File: src/rtl/alu_issue_ctrl_if.sv
// Instruction and result handshake channels between the issue controller
// and its producer/consumer.
interface alu_issue_ctrl_if;
  logic       instr_valid;
  logic       instr_ready;
  logic [2:0] instr_op;
  logic [1:0] instr_rd;
  logic [1:0] instr_rs1;
  logic [1:0] instr_rs2;
  logic       instr_imm_en;
  logic [7:0] instr_imm;
  logic       res_valid;
  logic       res_ready;
  logic [7:0] res_data;
  logic [1:0] res_rd;

  modport master (
    output instr_valid, instr_op, instr_rd, instr_rs1, instr_rs2, instr_imm_en, instr_imm,
    input  instr_ready,
    input  res_valid, res_data, res_rd,
    output res_ready
  );

  modport slave (
    input  instr_valid, instr_op, instr_rd, instr_rs1, instr_rs2, instr_imm_en, instr_imm,
    output instr_ready,
    output res_valid, res_data, res_rd,
    input  res_ready
  );
endinterface

File: src/rtl/alu_issue_ctrl.sv
// Serialising issue/writeback controller for an external 8-bit ALU with a
// 4x8 register file (r0 reads as zero).
module alu_issue_ctrl #(
  parameter int NREGS = 4
) (
  input  logic            clk,
  input  logic            rst_n,
  alu_issue_ctrl_if.slave ifc,
  output logic [7:0]      o_alu_a,
  output logic [7:0]      o_alu_b,
  output logic [2:0]      o_alu_op,
  input  logic [7:0]      i_alu_out,
  output logic [7:0]      o_retired
);

  typedef enum logic [1:0] {
    S_IDLE = 2'd0,
    S_EXEC = 2'd1,
    S_RESP = 2'd2
  } state_t;

  state_t     r_state;
  state_t     w_next;
  logic       r_instr_ready;
  logic       r_res_valid;
  logic [7:0] r_rf [NREGS];
  logic [7:0] r_alu_a;
  logic [7:0] r_alu_b;
  logic [2:0] r_alu_op;
  logic [1:0] r_rd;
  logic [7:0] r_res_data;
  logic [1:0] r_res_rd;
  logic [7:0] r_retired;
  logic       w_accept;
  logic       w_retire;

  function automatic logic [7:0] sel_b(input logic imm_en, input logic [7:0] imm,
                                       input logic [7:0] reg_val);
    if (imm_en) begin
      return imm;
    end else begin
      return reg_val;
    end
  endfunction

  assign w_accept = (r_state == S_IDLE) && ifc.instr_valid;
  assign w_retire = (r_state == S_RESP) && ifc.res_ready;

  // State register plus registered handshake flags decoded from the next state
  always_ff @(posedge clk or negedge rst_n) begin
    if (!rst_n) begin
      r_state       <= S_IDLE;
      r_instr_ready <= 1'b1;
      r_res_valid   <= 1'b0;
    end else begin
      r_state       <= w_next;
      r_instr_ready <= (w_next == S_IDLE);
      r_res_valid   <= (w_next == S_RESP);
    end
  end

  // Next-state logic
  always_comb begin
    w_next = r_state;
    case (r_state)
      S_IDLE: begin
        if (ifc.instr_valid) begin
          w_next = S_EXEC;
        end else begin
          w_next = S_IDLE;
        end
      end
      S_EXEC: w_next = S_RESP;
      S_RESP: begin
        if (ifc.res_ready) begin
          w_next = S_IDLE;
        end else begin
          w_next = S_RESP;
        end
      end
      default: w_next = S_IDLE;
    endcase
  end

  // Operand latch, writeback and retire counter; r_rf[0] is never written
  always_ff @(posedge clk or negedge rst_n) begin
    if (!rst_n) begin
      for (int i = 0; i < NREGS; i++) begin
        r_rf[i] <= 8'h00;
      end
      r_alu_a    <= 8'h00;
      r_alu_b    <= 8'h00;
      r_alu_op   <= 3'b000;
      r_rd       <= 2'd0;
      r_res_data <= 8'h00;
      r_res_rd   <= 2'd0;
      r_retired  <= 8'h00;
    end else begin
      if (w_accept) begin
        r_alu_op <= ifc.instr_op;
        r_alu_a  <= r_rf[ifc.instr_rs1];
        r_alu_b  <= sel_b(ifc.instr_imm_en, ifc.instr_imm, r_rf[ifc.instr_rs2]);
        r_rd     <= ifc.instr_rd;
      end
      if (r_state == S_EXEC) begin
        r_res_data <= i_alu_out;
        r_res_rd   <= r_rd;
        if (r_rd != 2'd0) begin
          r_rf[r_rd] <= i_alu_out;
        end
      end
      if (w_retire) begin
        r_retired <= r_retired + 8'd1;
      end
    end
  end

  assign ifc.instr_ready = r_instr_ready;
  assign ifc.res_valid   = r_res_valid;
  assign ifc.res_data    = r_res_data;
  assign ifc.res_rd      = r_res_rd;
  assign o_alu_a         = r_alu_a;
  assign o_alu_b         = r_alu_b;
  assign o_alu_op        = r_alu_op;
  assign o_retired       = r_retired;

endmodule

File: src/flat_wrapper.sv
// flat-port wrapper written by rule: the top's interface ports become plain ports
module alu_issue_ctrl_flat 
#(
  parameter int NREGS = 4
)
  (clk, rst_n, o_alu_a, o_alu_b, o_alu_op, i_alu_out, o_retired, ifc_instr_valid, ifc_instr_op, ifc_instr_rd, ifc_instr_rs1, ifc_instr_rs2, ifc_instr_imm_en, ifc_instr_imm, ifc_instr_ready, ifc_res_valid, ifc_res_data, ifc_res_rd, ifc_res_ready);
  alu_issue_ctrl_if ifc_i ();
  input  logic clk;
  input  logic rst_n;
  output logic [7:0] o_alu_a;
  output logic [7:0] o_alu_b;
  output logic [2:0] o_alu_op;
  input  logic [7:0] i_alu_out;
  output logic [7:0] o_retired;
  input wire logic [$bits(ifc_i.instr_valid)-1:0] ifc_instr_valid;
  input wire logic [$bits(ifc_i.instr_op)-1:0] ifc_instr_op;
  input wire logic [$bits(ifc_i.instr_rd)-1:0] ifc_instr_rd;
  input wire logic [$bits(ifc_i.instr_rs1)-1:0] ifc_instr_rs1;
  input wire logic [$bits(ifc_i.instr_rs2)-1:0] ifc_instr_rs2;
  input wire logic [$bits(ifc_i.instr_imm_en)-1:0] ifc_instr_imm_en;
  input wire logic [$bits(ifc_i.instr_imm)-1:0] ifc_instr_imm;
  output wire logic [$bits(ifc_i.instr_ready)-1:0] ifc_instr_ready;
  output wire logic [$bits(ifc_i.res_valid)-1:0] ifc_res_valid;
  output wire logic [$bits(ifc_i.res_data)-1:0] ifc_res_data;
  output wire logic [$bits(ifc_i.res_rd)-1:0] ifc_res_rd;
  input wire logic [$bits(ifc_i.res_ready)-1:0] ifc_res_ready;
  assign ifc_i.instr_valid = ifc_instr_valid;
  assign ifc_i.instr_op = ifc_instr_op;
  assign ifc_i.instr_rd = ifc_instr_rd;
  assign ifc_i.instr_rs1 = ifc_instr_rs1;
  assign ifc_i.instr_rs2 = ifc_instr_rs2;
  assign ifc_i.instr_imm_en = ifc_instr_imm_en;
  assign ifc_i.instr_imm = ifc_instr_imm;
  assign ifc_instr_ready = ifc_i.instr_ready;
  assign ifc_res_valid = ifc_i.res_valid;
  assign ifc_res_data = ifc_i.res_data;
  assign ifc_res_rd = ifc_i.res_rd;
  assign ifc_i.res_ready = ifc_res_ready;
  alu_issue_ctrl #(.NREGS(NREGS)) u_core (.clk(clk), .rst_n(rst_n), .ifc(ifc_i), .o_alu_a(o_alu_a), .o_alu_b(o_alu_b), .o_alu_op(o_alu_op), .i_alu_out(i_alu_out), .o_retired(o_retired));
endmodule
File: config.mk
export PLATFORM = sky130hd
export DESIGN_NAME = alu_issue_ctrl_flat
export DESIGN_NICKNAME = d
export VERILOG_FILES = /design/src/rtl/alu_issue_ctrl_if.sv /design/src/rtl/alu_issue_ctrl.sv /design/src/flat_wrapper.sv
export SDC_FILE = /design/constraint.sdc
export NUM_CORES = 1
export LEC_CHECK = 0
export BUFFER_PORTS_ARGS = -buffer_cell sky130_fd_sc_hd__buf_2
export CORE_MARGIN = 2
export CORE_UTILIZATION = 36
export CTS_CLUSTER_DIAMETER = 120
export DETAILED_ROUTE_END_ITERATION = 12
export PLACE_DENSITY = 0.62
export SLEW_MARGIN = 10
export SYNTH_ARGS = -nofsm -noshare
export SYNTH_HDL_FRONTEND = slang
export SYNTH_SLANG_ARGS = --single-unit
File: constraint.sdc
create_clock -name clk -period 2.1 [get_ports clk]
set_input_delay 0.105 -clock clk [delete_from_list [all_inputs] [get_ports clk]]
set_output_delay 0.105 -clock clk [all_outputs]
set_load 0.01 [all_outputs]
==> flow_metrics.tcl <==
set metrics [dict create \
    max-vdd-ir-drop_v 0.000405 \
    ys_async_sr_fraction 1.00 \
    skew_ns 0.0104 \
    synth_cells 225 \
    port_buffers 68 \
    grt_overflow 0 \
    drive_above_1_share 0.540 \
    num_rows 34 \
    cts_hold_buffers 6 \
    yosysSeqAreaShare 0.580 \
    worst_r2r_path_depth 3 \
    place_congestion 0.779 \
    drv_cap 0 \
    maxSlewViolCount 0 \
    clk_pin_slew_ns 0.07 \
    power_density_nw_per_um2 1380 \
    synthSimpleGateAreaFrac 0.0595 \
    startpoint "u_core.r_state[1]$_DFF_PN0_" \
    drt_iter0_drc 103 \
    wl_per_cell_um 16.7 \
    ys_warn_count 0 \
    cts_tree "built" \
    yosys.area_share.adder 0.00386 \
    crit_type "register to register" \
    synth_ff_type "dfrtp_1" \
    avgSynthCellArea_um2 14.4 \
    required_ns 2.33 \
    ys_types 29 \
    drc_errors 0 \
    fin_ws_ns 0.481 \
    synth.most_common_cell "dfrtp_1" \
    worst_path_largest_cell_delay_ns 0.45 \
    preCtsSetupSlack_ns 0.473 \
    synthTopCellsByArea "dfrtp_1 (57%), mux2_2 (22%), mux4_2 (5.6%)" \
    path_cells "nand2b_1 > nor3b_4 > mux2_2" \
    grt_pass1_wl_um 11300 \
    hold_start "ifc_res_ready" \
    avgViaCountPerCell 5.00 \
    h-tree-depth 3 \
    grt_max_degree 41 \
    synth.mux.area_fraction 0.271 \
    fin_crit_sh 0.771 \
    yosysTopAreaCell "dfrtp_1" \
    core_area_um2 8720 \
    synth_top_area_frac 0.572 \
    outcome "finished clean" \
    hp-class "input pin to register" \
    rrSetupSlack_ns 0.48 \
    synth_compound_area_frac 0.0402 \
    dp_hpwl_um 4790 \
    hold_path_depth 2 \
    n_fill_cell 789 \
    synth_top_cells_by_count "dfrtp_1 (74), mux2_2 (62), nor2_1 (11), clkbuf_1 (10)" \
    finalHoldViolCount 0 \
    ys_ff_latch 75 \
    drt-pass1-iter-count 4 \
    fin_nets 328 \
    rsz0062_at_grt "false" \
    synth_xor_area_frac 0.0189 \
    clkLatencyLatePin_ns 0.35 \
    syn_area_um2 3240 \
    wl_met3_um 400 \
    cts_buffers 9 \
    syn_to_final_growth_pct 22.4 \
    fmax_mhz 618 \
    synth_top_family_by_area "multiplexers" \
    wl_met1_um 3210 \
    endpoint_kind "register" \
    finalWirelength_um 6870 \
    wl_met2_um 3160 \
    cts_root_buffer "clkbuf_8" \
    critPathSlowestCell "dfrtp_1" \
    cts_resized 0 \
    slew_headroom 0.534 \
    die_area_um2 9770 \
    start_util 0.371 \
    synth_edf_count 0 \
    multi_input_area_um2 1280 \
    crit_path_max_fanout 8 \
    layout_min_cycle_time_ns 1.62 \
    reg2reg_to "u_core.r_rf[19]$_DFFE_PN0P_" \
    fin_tns_setup_ns 0 \
    setup_viol 0 \
    r2r_start "u_core.r_state[1]$_DFF_PN0_" \
    maxUsedRoutingLayer "met4" \
    cp.arrival_ns 1.85 \
    regArea_um2 1880 \
    clk_path_buf_depth 2 \
    clkSinkCount 75 \
    grt_pass1_vias 2094 \
    ios 69 \
    cts_setup_buffers 0 \
    leakage_nw 1.82 \
    synth_nets 256 \
    die_y_um 98.9 \
    startpoint_type "register" \
    antenna-diode-count 0 \
    grt.total_usage 0.153 \
    vias 2051 \
    dieWidth_um 98.9 \
    tightest_slew_ns 0.697 \
    antenna_found_initial 0 \
    whs_endpoint "u_core.ifc.res_valid$_DFF_PN0_" \
    antenna_left 0 \
]
==> routing by layer <==
metal / up-vias / GRT usage
li1: 964 / -
met1: 1026 / 0.213
met2: 54 / 0.227
met3: 7 / 0.0475
met4: 0 / 0.0506
met5: - / 0
==> worst max path at each step <==
stage / end / slack (ns) / depth (start not counted)
detailed placement: u_core.r_rf[8]$_DFFE_PN0P_ / 0.47 / 3
CTS: u_core.r_rf[8]$_DFFE_PN0P_ / 0.47 / 3
floorplan: u_core.r_rf[16]$_DFFE_PN0P_ / 0.61 / 3
global placement: u_core.r_rf[11]$_DFFE_PN0P_ / 0.49 / 3
finish: u_core.r_rf[19]$_DFFE_PN0P_ / 0.48 / 3
global route: u_core.r_rf[21]$_DFFE_PN0P_ / 0.40 / 3
==> registers in the layout (all words and copies together), names as in the netlist <==
name,cells
u_core.r_rf,32
u_core.ifc.res_data,8
u_core.o_alu_a,8
u_core.o_alu_b,8
u_core.o_retired,8
u_core.o_alu_op,3
u_core.ifc.res_rd,2
u_core.r_rd,2
u_core.r_state,2
u_core.ifc.instr_ready,1
u_core.ifc.res_valid,1
==> layout make-up <==
type / count / share of cell area
Clock inverter: 4 / 0.0120
Timing Repair Buffer: 79 / 0.114
Multi-Input combinational cell: 131 / 0.323
Clock buffer: 12 / 0.0417
Sequential cell: 75 / 0.474
Tap cell: 108 / 0.0341
Inverter: 1 / 0.000947
==> cells by family after synthesis <==
group | Yosys count
mux | 70
buf+inv | 19
xor+xnor | 7
flops | 75
simple gates | 35
compound gates | 18
fa+ha+maj | 1
==> worst max-delay path, delay by kind of cell, from the launching register on <==
| kind | cells | cell delay, ns |
|---|---|---|
| simple gates | 2 | 0.66 |
| flops | 1 | 0.45 |
| mux | 1 | 0.39 |
==> through the flow <==
stage	hold WS, ns	power [W]	std cells	utilization	area (um2)
floorplan	-0.191	0.00365	225	-	3240
global placement	0.103	0.00428	388	0.423	3690
detailed placement	0.110	0.00434	388	0.423	3690
CTS	0.00408	0.00554	410	0.455	3960
global route	0.0208	0.00583	410	0.455	3960
finish	0.0228	0.00545	410	0.455	3960
==> layout by cell type, fill, tap and decap left out, drive strengths merged, types with 3 or more instances in the layout <==
master | netlist | final
dlygate4sd3 | 0 | 6
clkbuf | 10 | 12
mux4 | 8 | 8
dfrtp | 74 | 74
nor2 | 12 | 12
buf | 8 | 73
a21oi | 8 | 8
a222oi | 8 | 8
xnor2 | 4 | 4
nand2 | 8 | 8
xor2 | 3 | 3
mux2 | 62 | 62
==> power by group <==
part / internal, W / switching (W) / leakage (nW)
clock network: 0.000642 / 0.000517 / 0.108
logic: 0.00103 / 0.000792 / 0.798
registers: 0.00206 / 0.000407 / 0.915
Power figures use the tool's default switching activity.
